===== src/rtl/vp_pkg.sv =====
// Shared types and confidence update rule for the value-predictor feedback path.
package vp_pkg;

    localparam int VP_CONF_WIDTH = 8;

    typedef struct packed {
        logic [31:1]            pc;
        logic [31:0]            value;
        logic [VP_CONF_WIDTH:0] conf;
    } vp_upd_t;

    // Width-agnostic saturating increment; callers widen to 32 bits and truncate back.
    function automatic logic [31:0] vp_conf_next(input logic [31:0] conf,
                                                 input logic        mispredict,
                                                 input logic [31:0] conf_max);
        if (mispredict)
            return '0;
        if (conf >= conf_max)
            return conf_max;
        return conf + 32'd1;
    endfunction

endpackage


===== src/rtl/vp_fb_fifo.sv =====
// Two-write / one-read FIFO with flush; slot 0 is written before slot 1 when both push.
module vp_fb_fifo #(
    parameter int P_WIDTH = 8,
    parameter int P_DEPTH = 8
) (
    input  logic                       clk,
    input  logic                       rst_n,
    input  logic                       flush,
    input  logic [1:0]                 push,
    input  logic [P_WIDTH-1:0]         wr_data0,
    input  logic [P_WIDTH-1:0]         wr_data1,
    input  logic                       pop,
    output logic [P_WIDTH-1:0]         rd_data,
    output logic [$clog2(P_DEPTH):0]   count
);

    localparam int AW = $clog2(P_DEPTH);
    localparam int CW = AW + 1;

    logic [P_WIDTH-1:0] mem [P_DEPTH];
    logic [AW-1:0]      wr_ptr;
    logic [AW-1:0]      rd_ptr;
    logic [AW-1:0]      wr_ptr1;
    logic [1:0]         wr_ok;
    logic [CW-1:0]      n_push;
    logic               do_pop;

    assign wr_ok   = push & {2{~flush}};
    assign wr_ptr1 = wr_ok[0] ? wr_ptr + AW'(1) : wr_ptr;
    assign n_push  = CW'(wr_ok[0]) + CW'(wr_ok[1]);
    assign do_pop  = pop && (count != '0);

    always_ff @(posedge clk) begin
        if (wr_ok[0])
            mem[wr_ptr] <= wr_data0;
        if (wr_ok[1])
            mem[wr_ptr1] <= wr_data1;
    end

    // A flush drops any same-cycle pop and realigns the read side to the write side.
    always_ff @(posedge clk) begin
        if (!rst_n) begin
            wr_ptr <= '0;
            rd_ptr <= '0;
            count  <= '0;
        end else if (flush) begin
            count  <= '0;
            rd_ptr <= wr_ptr;
        end else begin
            wr_ptr <= wr_ptr + AW'(n_push);
            rd_ptr <= rd_ptr + AW'(do_pop);
            count  <= count + n_push - CW'(do_pop);
        end
    end

    // Stale storage never leaks out: an empty FIFO presents zeros.
    assign rd_data = (count != '0) ? mem[rd_ptr] : '0;

endmodule


===== src/rtl/vp_fb_scheduler.sv =====
// Serializes 2-wide execute feedback into single-port predictor table updates.
// Optional macro VP_FB_MERGE_EN: same-PC slot pairs collapse into the younger slot.
module vp_fb_scheduler
    import vp_pkg::*;
#(
    parameter int P_CONF_WIDTH = 8,
    parameter int P_FIFO_DEPTH = 8,
    parameter int P_DROP_W     = 16
) (
    input  logic                         clk_i,
    input  logic                         rst_ni,
    input  logic                         flush_i,
    input  logic [1:0][31:1]             fb_pc_i,
    input  logic [1:0][31:0]             fb_actual_i,
    input  logic [1:0]                   fb_mispredict_i,
    input  logic [1:0][P_CONF_WIDTH:0]   fb_conf_i,
    input  logic [1:0]                   fb_valid_i,
    output logic                         fb_ready_o,
    output logic [31:1]                  upd_pc_o,
    output logic [31:0]                  upd_value_o,
    output logic [P_CONF_WIDTH:0]        upd_conf_o,
    output logic                         upd_valid_o,
    input  logic                         upd_ready_i,
    output logic [P_DROP_W-1:0]          drop_cnt_o
);

    localparam int CW = $clog2(P_FIFO_DEPTH) + 1;
    localparam int FW = P_CONF_WIDTH + 1;
    localparam int DW = 31 + 32 + FW;
    localparam logic [31:0] CONF_MAX = {{(32-FW){1'b0}}, {FW{1'b1}}};

    typedef struct packed {
        logic [31:1]          pc;
        logic [31:0]          value;
        logic [FW-1:0]        conf;
    } upd_t;

    upd_t                 entry0;
    upd_t                 entry1;
    upd_t                 head;
    logic [CW-1:0]        count;
    logic [1:0]           slot_live;
    logic [1:0]           push;
    logic [1:0]           dropped;
    logic [1:0]           n_drop;
    logic [P_DROP_W:0]    drop_sum;

`ifdef VP_FB_MERGE_EN
    assign slot_live = (fb_valid_i == 2'b11 && fb_pc_i[0] == fb_pc_i[1]) ? 2'b10 : fb_valid_i;
`else
    assign slot_live = fb_valid_i;
`endif

    always_comb begin
        entry0.pc    = fb_pc_i[0];
        entry0.value = fb_actual_i[0];
        entry0.conf  = FW'(vp_conf_next(32'(fb_conf_i[0]), fb_mispredict_i[0], CONF_MAX));
        entry1.pc    = fb_pc_i[1];
        entry1.value = fb_actual_i[1];
        entry1.conf  = FW'(vp_conf_next(32'(fb_conf_i[1]), fb_mispredict_i[1], CONF_MAX));
    end

    assign fb_ready_o = rst_ni && (count <= CW'(P_FIFO_DEPTH - 2));
    assign push       = slot_live & {2{fb_ready_o & ~flush_i}};

    vp_fb_fifo #(
        .P_WIDTH (DW),
        .P_DEPTH (P_FIFO_DEPTH)
    ) u_fifo (
        .clk      (clk_i),
        .rst_n    (rst_ni),
        .flush    (flush_i),
        .push     (push),
        .wr_data0 (entry0),
        .wr_data1 (entry1),
        .pop      (upd_valid_o & upd_ready_i),
        .rd_data  (head),
        .count    (count)
    );

    assign upd_valid_o = (count != '0);
    assign upd_pc_o    = head.pc;
    assign upd_value_o = head.value;
    assign upd_conf_o  = head.conf;

    // Flushed slots are discarded deliberately and so are not counted as drops.
    assign dropped  = (fb_ready_o || flush_i) ? 2'b00 : slot_live;
    assign n_drop   = {1'b0, dropped[0]} + {1'b0, dropped[1]};
    assign drop_sum = {1'b0, drop_cnt_o} + (P_DROP_W+1)'(n_drop);

    always_ff @(posedge clk_i) begin
        if (!rst_ni)
            drop_cnt_o <= '0;
        else if (drop_sum[P_DROP_W])
            drop_cnt_o <= '1;
        else
            drop_cnt_o <= drop_sum[P_DROP_W-1:0];
    end

endmodule


===== config.mk =====
export PLATFORM = sky130hd
export DESIGN_NAME = vp_fb_scheduler
export DESIGN_NICKNAME = d
export VERILOG_FILES = /design/src/rtl/vp_pkg.sv /design/src/rtl/vp_fb_fifo.sv /design/src/rtl/vp_fb_scheduler.sv
export SDC_FILE = /design/constraint.sdc
export NUM_CORES = 1
export LEC_CHECK = 0
export CORE_MARGIN = 3
export CORE_UTILIZATION = 59
export DETAILED_ROUTE_END_ITERATION = 12
export PLACE_DENSITY_LB_ADDON = 0.3
export SLEW_MARGIN = 5
export SYNTH_ARGS = -nofsm -noshare
export SYNTH_HDL_FRONTEND = slang
export SYNTH_SLANG_ARGS = --single-unit

===== constraint.sdc =====
create_clock -name clk_i -period 9.4 [get_ports clk_i]
set_input_delay 2.35 -clock clk_i [delete_from_list [all_inputs] [get_ports clk_i]]
set_output_delay 2.35 -clock clk_i [all_outputs]
set_load 0.02 [all_outputs]

==> results.md <==
- Post-DP HPWL: 42.5 mm
- Total power per unit cell area: 195 mW/mm2
- Critical path cell sequence: clkdlybuf4s50_1, nand3_1, inv_1, clkdlybuf4s50_1
- Crit-path most repeated cell: sky130_fd_sc_hd__clkdlybuf4s50_1
- Global-route wire length before repair: 115 mm
- Synth cell types: 54
- Final number of max-transition violations: 0
- Area added between synthesis and finish: 15.4%
- Synthesis warning total: 0
- Via-to-Cell Ratio: 6.42
- Synthesized flop and latch total: 602
- Routed wire length: 74.8 mm
- Start point of the worst min-delay path: drop_cnt_o[11]
- Total Routing Usage GR: 0.270
- Library cell with the largest summed area after synthesis: sky130_fd_sc_hd__edfxtp_1
- Post-synth design cell area: 0.0310 mm2
- # placed instances: 2,681
- # hold bufs at CTS: 0
- Worst R2R Path Depth: 8
- Startpoint of the most critical register-to-register path: u_fifo.count[3]
- I/O pin count: 242
- Aggregate negative setup slack: 0 ps
- Number of fillers in the final layout: 3,378
- Average wire length per cell after detail routing: 26.8 um
- Prevailing post-synth register cell: sky130_fd_sc_hd__edfxtp_1
- Reg2Reg Capture Point: u_fifo.mem[6][43]
- Clock tree buffer depth: 3
- Maximum number of pins on one net before global-route repair: 107
- Final setup violation count: 0
- Total net switching power: 0.00193 W
- Static Leakage: 11.6 nW
- Iter 0 DRT Violations: 1,606
- Clock insertion delay at the later pin of the skew report: 630 ps
- # H-tree levels: 2
- Run status: completed
- Peak supply drop: 0.141 mV
- Number of global-route vias before repair: 19,074
- Total CTS buffers: 61
- Number of nets at the end of the flow: 2,236
- Setup skew after layout: 13.4 ps
- Relative contribution of sequential cells to total power: 0.435
- Required time of the critical path: 7050 ps
- Sequential share of the synthesized area: 0.575
- # port buffers: 241
- First drt pass iteration count: 5
- Number of instances in the synthesized netlist: 1,853
- Post-CTS setup buffer count: 0
- Residual overflow from global routing: 0
- Worst setup path startpoint: rst_ni
- Final Util: 0.693
- Biggest area contributors in the synthesized netlist: sky130_fd_sc_hd__edfxtp_1, sky130_fd_sc_hd__mux2_2, sky130_fd_sc_hd__mux4_2
- Area of the die: 0.0553 mm2
- Total via count in the routed design: 17,953
- Endpoint kind of the worst setup timing path: output port
- TritonCTS clock tree: done
- Number of DRC violations after detailed routing: 0
- Weighted congestion reported at the end of routability-driven placement: 0.825
- Biggest cell delay along the critical path: 660 ps
- Number of flops mapped to enable cells by yosys: 576
- RSZ-0062 raised after global routing: false
- Hold Path Stages: 1
- Row cnt: 83
- Top Family by Delay on Critical Path: buffers and inverters
- CP Data Arrival Time: 3970 ps
- Most used standard cell by instance count after synthesis: sky130_fd_sc_hd__edfxtp_1
- Share of the cycle needed by the critical path after routing: 0.672
- Commonest cells post-synth: sky130_fd_sc_hd__edfxtp_1, sky130_fd_sc_hd__mux2_2, sky130_fd_sc_hd__mux4_2
- Kind of start point of the critical path: input port
- Number of nets with antenna violations after routing: 0
- Crit-path slowest cell: sky130_fd_sc_hd__clkdlybuf4s50_1
- Clk network pwr share: 0.328
- Proportion of netlist area held by the largest area contributor: 0.558
- Clock transition at the registers of the reported paths: 60 ps
- Combinational power share: 0.238
- Fraction of power spent switching nets: 0.277
- Height of the die: 235 um
- Final Hold Vio Count: 0
- Highest clock rate: 158 MHz
- Mapped Nets: 2,025
- Root cell of the clock tree: sky130_fd_sc_hd__clkbuf_16
- Internal cell power: 0.00504 W
- Share of layout cells above drive strength 1: 0.349
- Gates resized, CTS repair: 0
- Maximum net fanout on the critical path: 10
- Number of violations of the max-capacitance limit: 0
- Synthesized area per cell: 16.7 um2
- Worst Path Class, Setup: input port to output port
- Hold Worst Slack: 514 ps
- Total Power: 0.00697 W
- CTS Sinks: 602
- Chip width: 235 um
- Post-route insts no fill: 2,797
- Minimum clock period: 6320 ps
- Destination of the worst hold path: drop_cnt_o[11]
- Combined buffer and inverter count along the critical path: 3
- Initial antenna violation count: 13
- Initial core utilization: 0.601
- Tightest Hold Check Type: flip-flop to flip-flop
- Relative slew slack: 0.261
- Std-Cell Core Area: 0.0516 mm2
- Fraction of registers with async set/reset: 0
- Actual transition at the worst max-transition pin: 1110 ps
- Flop-to-flop setup slack: 5360 ps
state kept, by name, summed over array words and instances (netlist names):
signal         count
u_fifo.rd_ptr      3
u_fifo.count       4
drop_cnt_o        16
u_fifo.mem       576
u_fifo.wr_ptr      3
worst register-to-register path: stages, from the launching register on:
cell	delay, ps
sky130_fd_sc_hd__dfxtp_1	320
sky130_fd_sc_hd__inv_1	60
sky130_fd_sc_hd__ha_1	200
sky130_fd_sc_hd__nand3_1	170
sky130_fd_sc_hd__nand4_1	510
sky130_fd_sc_hd__nor2_1	370
sky130_fd_sc_hd__o211a_4	660
sky130_fd_sc_hd__o21bai_4	540
sky130_fd_sc_hd__buf_4	780
metal layers:
metal  up-vias  global-route usage  routed length (um)
li1       7822                   -                   -
met5         -                   0                  80
met2       683               0.450               37000
met1      9301               0.369               30500
met3       135              0.0531                5480
met4        12              0.0699                1810
cell type report:
class / instances / area (um2) / share of cell area
diodes: 7 / 17.5 / 0.000490
clock buffers: 89 / 1700 / 0.0476
clock inverters: 20 / 148 / 0.00413
inverters: 29 / 109 / 0.00304
multi-input cells: 1099 / 12500 / 0.348
flip-flops and latches: 602 / 17800 / 0.498
well taps: 680 / 851 / 0.0238
repair buffers: 271 / 2660 / 0.0744
kinds of logic after synthesis:
logic type | share of synthesized area
AO/OA/AOI/OAI | 0.0213
XOR/XNOR | 0.00537
adder cells (fa/ha/maj) | 0.00880
buffers and inverters | 0.0281
flip-flops | 0.575
multiplexers | 0.334
AND/OR/NAND/NOR | 0.0277
how the worst max path moves through the flow:
| stage | endpoint | slack, ps | depth (start not counted) |
|---|---|---|---|
| 2_1_floorplan | u_fifo.mem[0][0] | 570 | 5 |
| 3_3_place_gp | u_fifo.mem[6][50] | 2900 | 7 |
| 3_5_place_dp | u_fifo.mem[6][48] | 2820 | 7 |
| 4_1_cts | fb_ready_o | 3090 | 4 |
| 5_1_grt | fb_ready_o | 3020 | 4 |
| 6_report | fb_ready_o | 3080 | 4 |
cells in the final DEF, fill, tap and decap left out, types with 5 or more instances in the layout:
cell | Yosys | final
sky130_fd_sc_hd__a21o_1 | 13 | 13
sky130_fd_sc_hd__a21oi_1 | 32 | 32
sky130_fd_sc_hd__a31oi_1 | 12 | 12
sky130_fd_sc_hd__buf_4 | 2 | 28
sky130_fd_sc_hd__clkbuf_1 | 32 | 23
sky130_fd_sc_hd__clkbuf_16 | 0 | 63
sky130_fd_sc_hd__clkdlybuf4s50_1 | 0 | 241
sky130_fd_sc_hd__clkinv_1 | 1 | 8
sky130_fd_sc_hd__clkinv_2 | 0 | 8
sky130_fd_sc_hd__dfxtp_1 | 26 | 23
sky130_fd_sc_hd__diode_2 | 0 | 7
sky130_fd_sc_hd__edfxtp_1 | 576 | 576
sky130_fd_sc_hd__ha_1 | 17 | 17
sky130_fd_sc_hd__inv_1 | 27 | 27
sky130_fd_sc_hd__mux2_1 | 53 | 53
sky130_fd_sc_hd__mux2_2 | 397 | 397
sky130_fd_sc_hd__mux2_4 | 62 | 62
sky130_fd_sc_hd__mux2i_1 | 112 | 112
sky130_fd_sc_hd__mux4_2 | 144 | 144
sky130_fd_sc_hd__nand2_1 | 39 | 39
sky130_fd_sc_hd__nand2b_1 | 5 | 5
sky130_fd_sc_hd__nand3_1 | 9 | 9
sky130_fd_sc_hd__nand4_1 | 8 | 8
sky130_fd_sc_hd__nor2_1 | 87 | 87
sky130_fd_sc_hd__nor2b_1 | 6 | 6
sky130_fd_sc_hd__o21ai_0 | 31 | 28
sky130_fd_sc_hd__xnor2_1 | 11 | 11
sky130_fd_sc_hd__xor2_1 | 8 | 8
power by group through the flow:
stage	clock network (W)	registers, W	logic, W
after floorplan	0	0.00308	0.000949
after global placement	0	0.00308	0.00163
after detailed placement	0	0.00309	0.00166
after CTS	0.00232	0.00303	0.00167
after global routing	0.00242	0.00303	0.00176
final	0.00228	0.00303	0.00166
per-stage QoR:
step,worst slack (ps),area [um2]
after floorplan,568,31000
after global placement,2900,33900
after detailed placement,2820,33900
after CTS,3090,35800
after global routing,3020,35800
final,3080,35800
No activity file was read; power rests on OpenSTA's default activity.
